--- src/rtl/text_blitter.sv ---
// text_blitter: renders a COLS x ROWS character buffer through an 8x8 font
// and streams 24-bit pixels in raster order into a framebuffer write port.
module text_blitter #(
  parameter int          COLS = 40,
  parameter int          ROWS = 25,
  parameter logic [23:0] FG   = 24'hFFFFFF,
  parameter logic [23:0] BG   = 24'h000000
) (
  input  logic        CLOCK_50,
  input  logic        reset,
  input  logic        start,
  output logic        busy,
  output logic        done,
  output logic [9:0]  txt_adr,
  input  logic [7:0]  txt_d,
  output logic [9:0]  font_adr,
  input  logic [7:0]  font_d,
  output logic [15:0] fb_wadr,
  output logic        fb_we,
  output logic [23:0] fb_d
);

  typedef enum logic [2:0] {IDLE, T_REQ, T_DATA, F_REQ, F_DATA, PIX} state_t;

  localparam logic [6:0] COL_LAST  = 7'(COLS - 1);
  localparam logic [7:0] Y_LAST    = 8'(ROWS * 8 - 1);
  localparam logic [9:0] ROW_PITCH = 10'(COLS);

  state_t     state, state_d;
  logic [6:0] col, col_n;
  logic [7:0] y, y_n;
  logic [9:0] row_base, base_n;
  logic [2:0] pix_cnt;
  logic [7:0] chr;
  logic [7:0] shifter;
  logic       last_pix, last_col, last_grp;

  // State register
  always_ff @(posedge CLOCK_50 or posedge reset) begin
    if (reset) state <= IDLE;
    else       state <= state_d;
  end

  // Next-state logic and next-group position
  always_comb begin
    state_d  = state;
    last_pix = (pix_cnt == 3'd7);
    last_col = (col == COL_LAST);
    last_grp = last_col && (y == Y_LAST);
    col_n    = last_col ? '0 : col + 7'd1;
    y_n      = last_col ? y + 8'd1 : y;
    base_n   = (last_col && (y[2:0] == 3'd7)) ? row_base + ROW_PITCH : row_base;
    case (state)
      IDLE:    if (start) state_d = T_REQ;
      T_REQ:   state_d = T_DATA;
      T_DATA:  state_d = F_REQ;
      F_REQ:   state_d = F_DATA;
      F_DATA:  state_d = PIX;
      PIX:     if (last_pix) state_d = last_grp ? IDLE : T_REQ;
      default: state_d = IDLE;
    endcase
  end

  // Datapath: counters, fetch registers and registered outputs.
  // Each output is loaded one edge ahead so it is valid in the cycle its state occupies.
  always_ff @(posedge CLOCK_50 or posedge reset) begin
    if (reset) begin
      busy     <= 1'b0;
      done     <= 1'b0;
      txt_adr  <= '0;
      font_adr <= '0;
      fb_wadr  <= '0;
      fb_we    <= 1'b0;
      fb_d     <= '0;
      col      <= '0;
      y        <= '0;
      row_base <= '0;
      pix_cnt  <= '0;
      chr      <= '0;
      shifter  <= '0;
    end else begin
      done <= 1'b0;
      case (state)
        IDLE: begin
          if (start) begin
            busy     <= 1'b1;
            col      <= '0;
            y        <= '0;
            row_base <= '0;
            txt_adr  <= '0;
            fb_wadr  <= '0;
          end
        end
        T_DATA: begin
          chr      <= txt_d;
          font_adr <= {txt_d[6:0], y[2:0]};
        end
        F_DATA: begin
          shifter <= {font_d[6:0], 1'b0};
          fb_we   <= 1'b1;
          fb_d    <= (font_d[7] ^ chr[7]) ? FG : BG;
          pix_cnt <= '0;
        end
        PIX: begin
          fb_wadr <= fb_wadr + 16'd1;
          pix_cnt <= pix_cnt + 3'd1;
          if (!last_pix) begin
            fb_d    <= (shifter[7] ^ chr[7]) ? FG : BG;
            shifter <= {shifter[6:0], 1'b0};
          end else begin
            fb_we <= 1'b0;
            if (last_grp) begin
              busy <= 1'b0;
              done <= 1'b1;
            end else begin
              col      <= col_n;
              y        <= y_n;
              row_base <= base_n;
              txt_adr  <= base_n + {3'b000, col_n};
            end
          end
        end
        default: ;
      endcase
    end
  end

endmodule

--- config.mk ---
export PLATFORM = sky130hd
export DESIGN_NAME = text_blitter
export DESIGN_NICKNAME = d
export VERILOG_FILES = /design/src/rtl/text_blitter.sv
export SDC_FILE = /design/constraint.sdc
export NUM_CORES = 1
export LEC_CHECK = 0
export ABC_AREA = 1
export CORE_ASPECT_RATIO = 0.9
export CORE_MARGIN = 4
export CORE_UTILIZATION = 56
export DETAILED_ROUTE_END_ITERATION = 16
export HOLD_SLACK_MARGIN = 0.03
export PLACE_DENSITY = 0.85
export SLEW_MARGIN = 10
export SYNTH_ARGS = -nofsm -noshare
export SYNTH_HDL_FRONTEND = slang
export SYNTH_SLANG_ARGS = --single-unit
--- constraint.sdc ---
create_clock -name CLOCK_50 -period 8.9 [get_ports CLOCK_50]
set_clock_uncertainty 0.1 [all_clocks]
set_input_delay 2.67 -clock CLOCK_50 [delete_from_list [all_inputs] [get_ports CLOCK_50]]
set_output_delay 2.67 -clock CLOCK_50 [all_outputs]
set_load 0.02 [all_outputs]
==> results by stage <==
Logic synthesis:
- Counting flops and latches in the post-synthesis netlist gives between 70 and 80.
- The top-area cell type share of the netlist area is between 40% and 50%.
- Summing the areas of all and, or, nand and nor instances in the mapped netlist gives a little under a quarter of the synthesized area.
- In this run the cell area of the synthesized design comes to 4223 µm².
- In the synthesized netlist, the number of instances is 521.
- The number of different library cells used by synthesis comes to 40.
- The largest family of logic cells by synthesized area is simple AND/OR/NAND/NOR gates.
- The count of yosys warnings during synthesis is 0.
- Averaged over all synthesized cells, the footprint is 8.105 µm².
- After synthesis, flip-flops and latches occupy 44.44% of the total area.
- The synthesized net count is about 550.
- The synthesized netlist devotes approximately 3.6% of its cell area to adder and majority cells.
- The leading area contributor after synthesis is sky130_fd_sc_hd__dfrtp_1.
- The share of synthesized area spent on multiplexers is 2.133%.
- The most used flip-flop cell after synthesis is sky130_fd_sc_hd__dfrtp_1.
- The parity-gate share of the synthesized area counting xor and xnor cells is 2.074%.
- In the post-synthesis netlist, the biggest area contributors are sky130_fd_sc_hd__dfrtp_1 (44%), sky130_fd_sc_hd__nand2_1 (10%), sky130_fd_sc_hd__inv_1 (5.8%).
- The share of the synthesized area in compound gates (AO/OA/AOI/OAI) is a little over a tenth.
- Counting flops with a built-in enable in the synthesized netlist gives 0.
- The share of async-settable or async-resettable flops after synthesis is 100.0%.

Critical path:
- On the worst path, the slowest cell contributes a delay of 740 ps.
- The slowest stage of the critical path belongs to the cell sky130_fd_sc_hd__dfrtp_1.
- The combined buffer and inverter count along the critical path is 1.
- The endpoint type of the worst setup path is a primary output.
- The cell family contributing the most delay on the critical path is flip-flops.
- The minimum setup slack among reg-to-reg paths is 5660 ps.
- The worst endpoint data arrival time is between 1500 and 2000 ps.
- The worst flop-to-flop path endpoint is y[4].
- Along the worst path, the maximum fanout reaches 25.
- In this run the critical register-to-register path is launched from state[2].
- Walking the worst path, the cells encountered are clkdlybuf4s50_1.
- The worst reg-to-reg path cell count is 8.
- The critical path is of the flip-flop to primary output type.
- The required time at the endpoint of the critical path is 6130 ps.
- The startpoint type of the worst setup path is a flip-flop.

Timing:
- Setup total negative slack on the finished layout was measured at 0 ps.
- The final clock period utilization by the worst path is between 50% and 60%.
- After layout, the minimum clock period comes to around 4600 ps.
- Setup violations remaining at the end of the flow were counted as 0.
- The worst slew slack as a fraction of its limit is 30.80%.
- Setup repair after global routing left no endpoint under its margin.
- At the pin with the least slew margin, the transition time is 1032 ps.
- The count of final hold-check violations is 0.
- Based on the critical path, the design can be clocked at up to 217.4 MHz.
- The max-slew violation count is 0.

Routing:
- The number of nets with antenna violations after routing is 0.
- For this run, the detailed router's first-pass iteration total came to 6.
- The DRC violation total after the first TritonRoute iteration is ~170.
- The detail-routed via count per cell is roughly 5.3.
- Wires add up to 9691 µm.
- The via count of the routed design is 3570.
- After detailed routing, the average wire length per cell comes to 14.44 µm.
- After detailed routing, the number of remaining DRC violations is 0.

Pwr:
- Overall power consumption after layout is estimated at 0.6864 mW.
- For this design the total switching power over the nets is between 0.15 and 0.2 mW.
- The proportion of total power due to net switching is 24.36%.
- The worst-case IR drop observed on VDD is 0.0001017 V.
- Sequential cells account for 50.5% of the total power.
- The cell leakage power is between 2 and 2.5 nW.
- The power density over the cells is 135.3 nW/µm².
- The combinational power share is approximately 9%.
- The internal power contribution is around 0.52 mW.
- The clock network accounts for 40.6% of the total power.

Clock tree:
- Counting along the longest clock path gives a buffer depth of 2.
- Once the clock tree was built, the resizer swapped 0 gates to a different size.
- The clock net in this run drives a total of 75 sinks.
- The cell sitting at the root of the clock tree is a sky130_fd_sc_hd__clkbuf_8.
- The number of levels in the clock H-tree is 3.
- The post-CTS setup-driven buffer insertion count is 0.
- At the later pin of the worst-skew pair, clock insertion delay measures around 360 ps.
- The clock tree from TritonCTS is done.
- The register clock-pin slew on the reported worst setup and hold paths is ~80 ps.
- In this run, post-CTS hold repair placed 0 buffers.
- The number of buffers inserted during clock tree synthesis is 9.

Die:
- The overall die width is 99.54 µm.
- The die covers 8996 µm².
- Measured along the y axis, the die boundary spans 90.38 µm.
- The number of placed I/O pins is 82.
- The floorplan has 29 rows.
- The initial core utilization is 58.78%.
- The area of the core region is about 7000 µm².

Global routing:
- The wire length of the first global-routing pass is 16930 µm.
- The via count of the first global-routing pass is 3667.
- In the global route stage, overall resource usage came out at 22.95%.
- The number of antenna violations at the first check in global routing is 0.
- The largest net degree at the start of global routing is between 70 and 80.
- The total overflow reported by the global router is 0.

Final layout:
- The diode insertion count for antenna repair is 0.
- The top cell types in the final layout, fill and taps aside, are sky130_fd_sc_hd__nand2_1 (116), sky130_fd_sc_hd__clkdlybuf4s50_1 (81), sky130_fd_sc_hd__dfrtp_1 (75).
- Leaving out fill and tap cells, the most frequent cell in the layout is sky130_fd_sc_hd__nand2_1.
- The area overhead of the layout relative to synthesis is 20.12%.
- In the final design database the tool counted 604 nets.
- The share of final-layout standard cells stronger than drive strength 1 is 7.958%.

Run:
- The max-cap check violation count is 0.

Placement:
- The half-perimeter wire length after placement is about 6900 µm.
- The final weighted congestion of routability-driven global placement is 0.8711.
- The port buffer count is 81.

Worst hold path:
- The worst hold path depth is 2.
- The launch instance of the worst min-delay path is txt_adr[6].
- The worst min-delay path category is flip-flop to flip-flop.
- The worst hold path terminates at txt_adr[6].

Run status:
- The run finished with clean final reports.
==> cell families after synthesis <==
logic type,count (synthesis)
adder cells (fa/ha/maj),12
other,1
XOR/XNOR,10
AO/OA/AOI/OAI,77
flip-flops,75
AND/OR/NAND/NOR,226
multiplexers,8
buffers and inverters,112
==> synth_stat cells, drive strengths merged (2+ instances only) <==
| cell | n |
|---|---|
| nand2 | 119 |
| dfrtp | 75 |
| inv | 70 |
| nor2 | 45 |
| o21ai | 45 |
| nand3 | 43 |
| buf | 40 |
| ha | 12 |
| o22ai | 11 |
| mux2 | 8 |
| nand4 | 8 |
| o211ai | 7 |
| xor2 | 7 |
| a21oi | 6 |
| nor3 | 6 |
| a22o | 3 |
| xnor2 | 3 |
| nand3b | 2 |
| o31ai | 2 |
==> area by class of cell <==
class / instances / area (µm²)
Sequential cell: 75 / 1877
Clock buffer: 11 / 151.4
Fill cell: 559 / 2112
Timing Repair Buffer: 82 / 818.3
Inverter: 71 / 266.5
Tap cell: 93 / 116.4
Clock inverter: 5 / 60.06
Multi-Input combinational cell: 334 / 1783
==> state kept, by name (all words and copies together), names as in the netlist <==
signal and cells:
busy 1, y 8, col 6, row_base 7, shifter 7, chr 2, txt_adr 10, state 3
font_adr 9, fb_we 1, fb_wadr 16, fb_d 1, pix_cnt 3, done 1
==> how the worst max path moves through the flow <==
stage               cells past startpoint  startpoint        to  slack, ps
floorplan                               1       reset      busy       4220
global placement                       10       start      y[5]       4500
detailed placement                     10       start      y[4]       4350
CTS                                     1    fb_d[22]  fb_d[19]       4270
global route                            1    fb_d[22]  fb_d[12]       4160
finish                                  1    fb_d[22]  fb_d[12]       4300
==> layer usage <==
metal,track usage [%],share of wire (%),vias to the layer above
li1,-,-,1767
met1,27.86,41,1703
met2,40.10,53,85
met3,5.483,4.3,15
met4,6.940,1.1,0
met5,0,0,-
==> power by group through the flow <==
stage	clock, mW	combinational [mW]	sequential [mW]
2_1_floorplan	0	0.0421	0.354
3_3_place_gp	0	0.0615	0.353
3_5_place_dp	0	0.0622	0.354
4_1_cts	0.282	0.0623	0.347
5_1_grt	0.299	0.0646	0.347
6_report	0.279	0.0610	0.347
==> through the flow <==
stage               hold WS, ps  util (%)  worst slack (ps)  area [µm²]  std cells
CTS                       395.6     70.60              4271        5072        671
detailed placement        376.4     67.66              4349        4861        655
floorplan                 368.4         -              4220        4223        521
global route              409.7     70.60              4156        5072        671
global placement          369.3     67.66              4499        4861        655
finish                    387.8     70.60              4301        5072        671
Note: power is estimated with default switching activity, not from simulation.
